**src/rtl/flag_ctx_restore.sv**
```systemverilog
// Purpose: owns C/Z/I flags, latches interrupt requests, and keeps a LIFO shadow of C/Z across ISR nesting.
// Latency: every output is registered; a flag, pending or count change is visible the cycle after its edge.
// Backpressure: none; a push into a full shadow or a pop from an empty one sets a sticky error and carries on.
module flag_ctx_restore #(
  parameter int DEPTH = 1,
  parameter int CW    = 4
) (
  input  logic          clk,
  input  logic          RST_N,
  input  logic          ALU_C,
  input  logic          ALU_Z,
  input  logic          FLG_LD,
  input  logic          FLG_C_SET,
  input  logic          FLG_C_CLR,
  input  logic          SEI,
  input  logic          CLI,
  input  logic          INTR,
  input  logic          INSTR_BND,
  input  logic          RETI_EN,
  input  logic          RETI_IE,
  output logic          C_FLG,
  output logic          Z_FLG,
  output logic          I_FLG,
  output logic          INT_PEND,
  output logic          INT_TAKEN,
  output logic [CW-1:0] SHAD_CNT,
  output logic          STK_OVF,
  output logic          STK_UNF
);

  typedef enum logic {RUN = 1'b0, ACK = 1'b1} state_t;

  state_t        state, state_n;
  logic          c_q, z_q, i_q, pend_q, taken_q, ovf_q, unf_q, intr_q;
  logic          c_n, z_n, i_n, pend_n, taken_n, ovf_n, unf_n;
  logic [CW-1:0] cnt_q, cnt_n;
  logic [1:0]    shad [DEPTH];
  logic [1:0]    pop_val;
  logic          push;
  logic          c_upd, z_upd;

  logic rise, take, reti, full, empty;

  // Request qualification; RETI in the same cycle defers the take by at least one cycle.
  assign rise  = INTR & ~intr_q;
  assign take  = (state == RUN) & pend_q & i_q & INSTR_BND & ~RETI_EN;
  assign reti  = (state == RUN) & RETI_EN;
  assign full  = (cnt_q == CW'(DEPTH));
  assign empty = (cnt_q == '0);

  // Normal flag update: CLC beats SEC beats ALU load for C; Z only follows the ALU load.
  always_comb begin
    c_upd = c_q;
    z_upd = z_q;
    if (FLG_C_CLR)      c_upd = 1'b0;
    else if (FLG_C_SET) c_upd = 1'b1;
    else if (FLG_LD)    c_upd = ALU_C;
    if (FLG_LD)         z_upd = ALU_Z;
  end

  // Top-of-shadow read; an empty stack never matches an index so the value is unused.
  always_comb begin
    pop_val = '0;
    for (int i = 0; i < DEPTH; i++) begin
      if (CW'(i) == cnt_q - CW'(1)) pop_val = shad[i];
    end
  end

  // Next-state and flag decisions for the RUN/ACK sequencer.
  always_comb begin
    state_n = state;
    c_n     = c_q;
    z_n     = z_q;
    i_n     = i_q;
    cnt_n   = cnt_q;
    ovf_n   = ovf_q;
    unf_n   = unf_q;
    push    = 1'b0;
    taken_n = take;
    // A rising edge in the take cycle re-arms the request that is being consumed.
    pend_n  = rise | (pend_q & ~take);
    case (state)
      RUN: begin
        if (take) begin
          state_n = ACK;
          i_n     = 1'b0;
          if (full) begin
            ovf_n = 1'b1;
          end else begin
            push  = 1'b1;
            cnt_n = cnt_q + CW'(1);
          end
        end else if (reti) begin
          i_n = RETI_IE;
          if (empty) begin
            unf_n = 1'b1;
          end else begin
            cnt_n      = cnt_q - CW'(1);
            {c_n, z_n} = pop_val;
          end
        end else begin
          c_n = c_upd;
          z_n = z_upd;
          if (CLI)      i_n = 1'b0;
          else if (SEI) i_n = 1'b1;
        end
      end
      ACK: begin
        // Vector cycle: ALU flags still update, but I and RETI are frozen.
        state_n = RUN;
        c_n     = c_upd;
        z_n     = z_upd;
      end
      default: state_n = RUN;
    endcase
  end

  // State and flag registers with synchronous reset overriding everything.
  always_ff @(posedge clk) begin
    if (!RST_N) begin
      state   <= RUN;
      c_q     <= 1'b0;
      z_q     <= 1'b0;
      i_q     <= 1'b0;
      pend_q  <= 1'b0;
      taken_q <= 1'b0;
      ovf_q   <= 1'b0;
      unf_q   <= 1'b0;
      intr_q  <= 1'b0;
      cnt_q   <= '0;
    end else begin
      state   <= state_n;
      c_q     <= c_n;
      z_q     <= z_n;
      i_q     <= i_n;
      pend_q  <= pend_n;
      taken_q <= taken_n;
      ovf_q   <= ovf_n;
      unf_q   <= unf_n;
      intr_q  <= INTR;
      cnt_q   <= cnt_n;
    end
  end

  // Shadow storage holds no reset value; only slots below the count are ever read.
  always_ff @(posedge clk) begin
    for (int i = 0; i < DEPTH; i++) begin
      if (RST_N && push && (CW'(i) == cnt_q)) shad[i] <= {c_q, z_q};
    end
  end

  assign C_FLG     = c_q;
  assign Z_FLG     = z_q;
  assign I_FLG     = i_q;
  assign INT_PEND  = pend_q;
  assign INT_TAKEN = taken_q;
  assign SHAD_CNT  = cnt_q;
  assign STK_OVF   = ovf_q;
  assign STK_UNF   = unf_q;

endmodule

```
**config.mk**
```make
export PLATFORM = sky130hd
export DESIGN_NAME = flag_ctx_restore
export DESIGN_NICKNAME = d
export VERILOG_FILES = /design/src/rtl/flag_ctx_restore.sv
export SDC_FILE = /design/constraint.sdc
export NUM_CORES = 1
export LEC_CHECK = 0
export ABC_AREA = 0
export BUFFER_PORTS_ARGS = -buffer_cell sky130_fd_sc_hd__buf_2
export CAP_MARGIN = 20
export CORE_UTILIZATION = 45
export DETAILED_ROUTE_END_ITERATION = 12
export PLACE_DENSITY = 0.74
export SYNTH_ARGS = -nofsm -noshare
export SYNTH_HDL_FRONTEND = slang
export SYNTH_SLANG_ARGS = --single-unit
```
**constraint.sdc**
```tcl
create_clock -name clk -period 1.6 [get_ports clk]
set_clock_uncertainty 0.15 [all_clocks]
set_input_delay 0.32 -clock clk [delete_from_list [all_inputs] [get_ports clk]]
set_output_delay 0.32 -clock clk [all_outputs]
set_load 0.005 [all_outputs]
```
==> metrics list <==
- Run status: complete, but fails checks
- The checks that failed: negative setup slack.
- At the end of the flow the core is filled with cells to 0.690.
- The min-delay analysis places its worst path in the category primary input to flip-flop.
* Fraction of final layout cells sized beyond drive strength 1: 0.463
- Core Area: 1730 µm²
- The share of the Yosys chip area taken by registers is 0.386.
- Global routing finished with a remaining overflow of 0.
* Critical path start-end classification: flip-flop to flip-flop
* R2R Path End: SHAD_CNT[1]$_SDFFE_PN0P_
- Sum of buffers and inverters on the critical path: 1
- Time the final worst path needs with I/O delays and setup: 1.72 ns
* Mean cell area of the mapped netlist: 9.03 µm²
* Post-synthesis register bit count: 15
- After the last flow step, the layout net total stands at between 150 and 200.
* Number of max-cap violations: 0
- Top cell type by total area after synthesis: sky130_fd_sc_hd__dfxtp_1
- On the worst path, the slowest cell contributes a delay of approximately 0.40 ns.
- The worst-case IR drop observed on VDD is 0.000656 V.
- The detail route stage leaves a number of antenna-violating nets equal to 0.
- Synthesis produced a netlist whose cell count is 92.
- Family of cells with the greatest summed delay on the critical path: simple AND/OR/NAND/NOR gates
- The die is 45.0 µm wide.
- The HPWL after detailed placement is between 1.5 and 2 mm.
- Entering global routing, the biggest net connects 17 pins.
* Reg2reg setup slack: -0.12 ns
- Synth cell count leaders: 13 x sky130_fd_sc_hd__dfxtp_1, 8 x sky130_fd_sc_hd__nand2_1, 7 x sky130_fd_sc_hd__a21oi_1
* Startpoint of the lowest-slack hold path: INTR
- Critical R2R Launch: SHAD_CNT[0]$_SDFFE_PN0P_
- After filler insertion, the fill cell instance count of the layout stands at 150.
- Total number of placement rows: 15
- Vias post-DR: 842
* Setup repair after global routing missed its margin: true
* Boundary Pins: 24
- The first global-routing pass estimated 3.17 mm of wire.
- Antenna violations before repair: 0
- Area of combinational cells with multiple inputs: around 540 µm²
* Count of unique library cells instantiated by Yosys: 34
- Hold Crit Endpoint: intr_q$_SDFF_PN0_
- Sequential cell area: 328 µm²
- Vias in the first global route: 729
- Maximum fanout along the worst path: 4
- Count of unresolved DRC violations after routing: 0
- When the netlist entered floorplanning its net count stood at 110.
* Initial Utilization: 0.481
- The die covers 2020 µm².
- Data arrives at the worst endpoint at 1.80 ns.
- The Yosys step of the flow raised 0 warnings.
- After detailed placement, the design holds a cell count of 154.
- Compared with the post-synthesis result, the final layout area differs by 43.4%.
* Die Ht: 45.0 µm
- Of the post-synthesis cell area, the dominant cell type holds 0.313.
* Worst hold margin: between 0.1 and 0.15 ns
- Final std cells w/o fill: 159
- After detailed routing, the average wire length per cell comes to 12.6 µm.
* Post-Synthesis Cell Area: 831 µm²
- TritonCTS Buffers: 3
- Type of destination of the critical path: flip-flop
* Maximum level of the CTS H-tree: 1
- Port buffering added 23 buffers.
- Total power per unit cell area: 1120 nW/µm²
- For this run, the total global-route usage over all layers was measured as 0.218.
* Library cell with the highest instance count after synthesis: sky130_fd_sc_hd__dfxtp_1
- Routability-driven placement finished with a final weighted congestion of 0.857.
* Source-to-sink clock delay at the later pin of the worst-skew pair: 0.28 ns
- For the pin with the worst max-slew slack, the measured transition is 0.368 ns.
* Post-synth EDFFs: 2
- Number of hold-repair buffers added at the cts stage: 0
* Fin. Hold Viols: 0
- Tcrit/Tclk final: 1.08
* Slew Limit Fails: 0
- For the final routed database, the setup TNS stands at -0.503 ns.
- Setup violations, final: 7
- Length of the first detailed-routing pass in iterations: 4
- Upper clock frequency limit: ~580 MHz
- The worst pin sits at a relative slew slack of 0.754.
- In this run the static leakage power is 0.546 nW.
- The final layout contains routed wiring with a total length of ~2 mm.
* Sinks on the clock net: 15
- Top area cells in the synthesized netlist: sky130_fd_sc_hd__dfxtp_1 31%, sky130_fd_sc_hd__ha_1 7.5%, sky130_fd_sc_hd__edfxtp_1 7.2%
- Counting flops with an async set or reset pin after synthesis yields a share of 0.
- Counting cells, the worst reg-to-reg path comes to 6.
- Walking the worst path, the cells encountered are inv_2, ha_4, or3b_4, and2_4, a221oi_2, o21a_1.
* Total power consumption of the routed design: 1.33 mW
- Post-DR vias/cell: 5.30
* Top flip-flop cell by instance count after synthesis: sky130_fd_sc_hd__dfxtp_1
- Clock-pin slew was measured on the worst setup and hold paths at 0.09 ns.
* Critical Path Slowest Stage Cell: sky130_fd_sc_hd__or3b_4
- Worst setup margin: -0.124 ns
- Type of origin of the critical path: flip-flop
* Clock Path Buffers: 2
- Clock tree from TritonCTS: built
- The repair_antennas step left the layout with diodes totalling 0.
- Required time of the critical path: 1.68 ns
- The worst hold path passes through 2 cells.
- CTS root buf: sky130_fd_sc_hd__clkbuf_4
- Iteration-0 DRC Markers: 14
==> worst max-delay path by stage <==
| stage | from | to | slack (ns) | cells after the start |
|---|---|---|---|---|
| 2_1_floorplan | SHAD_CNT[1]$_SDFFE_PN0P_ | SHAD_CNT[2]$_SDFFE_PN0P_ | -0.06 | 6 |
| 3_5_place_dp | SHAD_CNT[1]$_SDFFE_PN0P_ | SHAD_CNT[0]$_SDFFE_PN0P_ | -0.14 | 6 |
| 6_report | SHAD_CNT[0]$_SDFFE_PN0P_ | SHAD_CNT[1]$_SDFFE_PN0P_ | -0.12 | 6 |
| 4_1_cts | SHAD_CNT[1]$_SDFFE_PN0P_ | SHAD_CNT[1]$_SDFFE_PN0P_ | -0.13 | 6 |
| 3_3_place_gp | SHAD_CNT[1]$_SDFFE_PN0P_ | SHAD_CNT[0]$_SDFFE_PN0P_ | -0.11 | 6 |
| 5_1_grt | SHAD_CNT[1]$_SDFFE_PN0P_ | SHAD_CNT[2]$_SDFFE_PN0P_ | -0.19 | 6 |
==> metrics by stage <==
stage | cell area, µm² | worst slack, ns
after floorplan | 858 | -0.0621
after global placement | 1110 | -0.110
after detailed placement | 1110 | -0.141
after CTS | 1180 | -0.129
after global routing | 1190 | -0.195
final | 1190 | -0.124
==> routing by layer <==
metal,track usage,share of wire,up-vias,wire [µm]
met4,0.0909,0.012,0,24
li1,-,-,420,-
met1,0.283,0.45,394,900
met5,0,0,-,0
met3,0.0240,0.037,4,75
met2,0.365,0.50,24,1010
==> worst reg2reg max path: cells and delay by family, from the launching register on <==
| family | cells | cell delay, ns |
|---|---|---|
| adders and majority gates | 1 | 0.13 |
| DFF | 1 | 0.36 |
| AOI/OAI and AO/OA | 2 | 0.40 |
| and+or+nand+nor | 2 | 0.56 |
| buffers and inverters | 1 | 0.07 |
==> where the power goes <==
group	leakage, nW	switching (mW)	internal [mW]
Combinational	0.405	0.283	0.341
Sequential	0.126	0.0513	0.444
Clock	0.0150	0.119	0.0967
Total	0.546	0.453	0.881
==> cells by family after synthesis <==
kind of cell	synth area share
fa+ha+maj	0.0753
buf+inv	0.0361
flops	0.386
simple gates	0.285
compound gates	0.182
mux	0.0361
==> cells in the final DEF (no fill, tap or decap), types with 4 or more instances in the layout <==
| cell type | netlist | routed |
|---|---|---|
| sky130_fd_sc_hd__nor2_1 | 5 | 4 |
| sky130_fd_sc_hd__buf_2 | 0 | 23 |
| sky130_fd_sc_hd__dfxtp_1 | 13 | 11 |
| sky130_fd_sc_hd__nand2_1 | 8 | 8 |
| sky130_fd_sc_hd__o21ai_0 | 4 | 4 |
| sky130_fd_sc_hd__buf_4 | 0 | 18 |
| sky130_fd_sc_hd__a21oi_1 | 7 | 6 |
| sky130_fd_sc_hd__nor2b_1 | 6 | 6 |
==> timing repair <==
action,4_1_cts,5_1_grt
setup buffers,3,0
cloned,0,0
pin swaps,7,2
endpoints found under the setup margin,9,9
gates resized for setup,7,1
==> area by class of cell <==
type / count / share of cell area
flip-flops and latches: 15 / 0.275
multi-input cells: 71 / 0.455
clock buffers: 4 / 0.0221
well taps: 25 / 0.0263
repair buffers: 41 / 0.210
inverters: 3 / 0.0116
==> sequential cells by signal (all words and copies together), names as in the netlist <==
register,flops
SHAD_CNT,4
shad,2
C_FLG,1
INT_PEND,1
INT_TAKEN,1
I_FLG,1
STK_OVF,1
STK_UNF,1
Z_FLG,1
intr_q,1
state,1
Power figures use the tool's default switching activity.
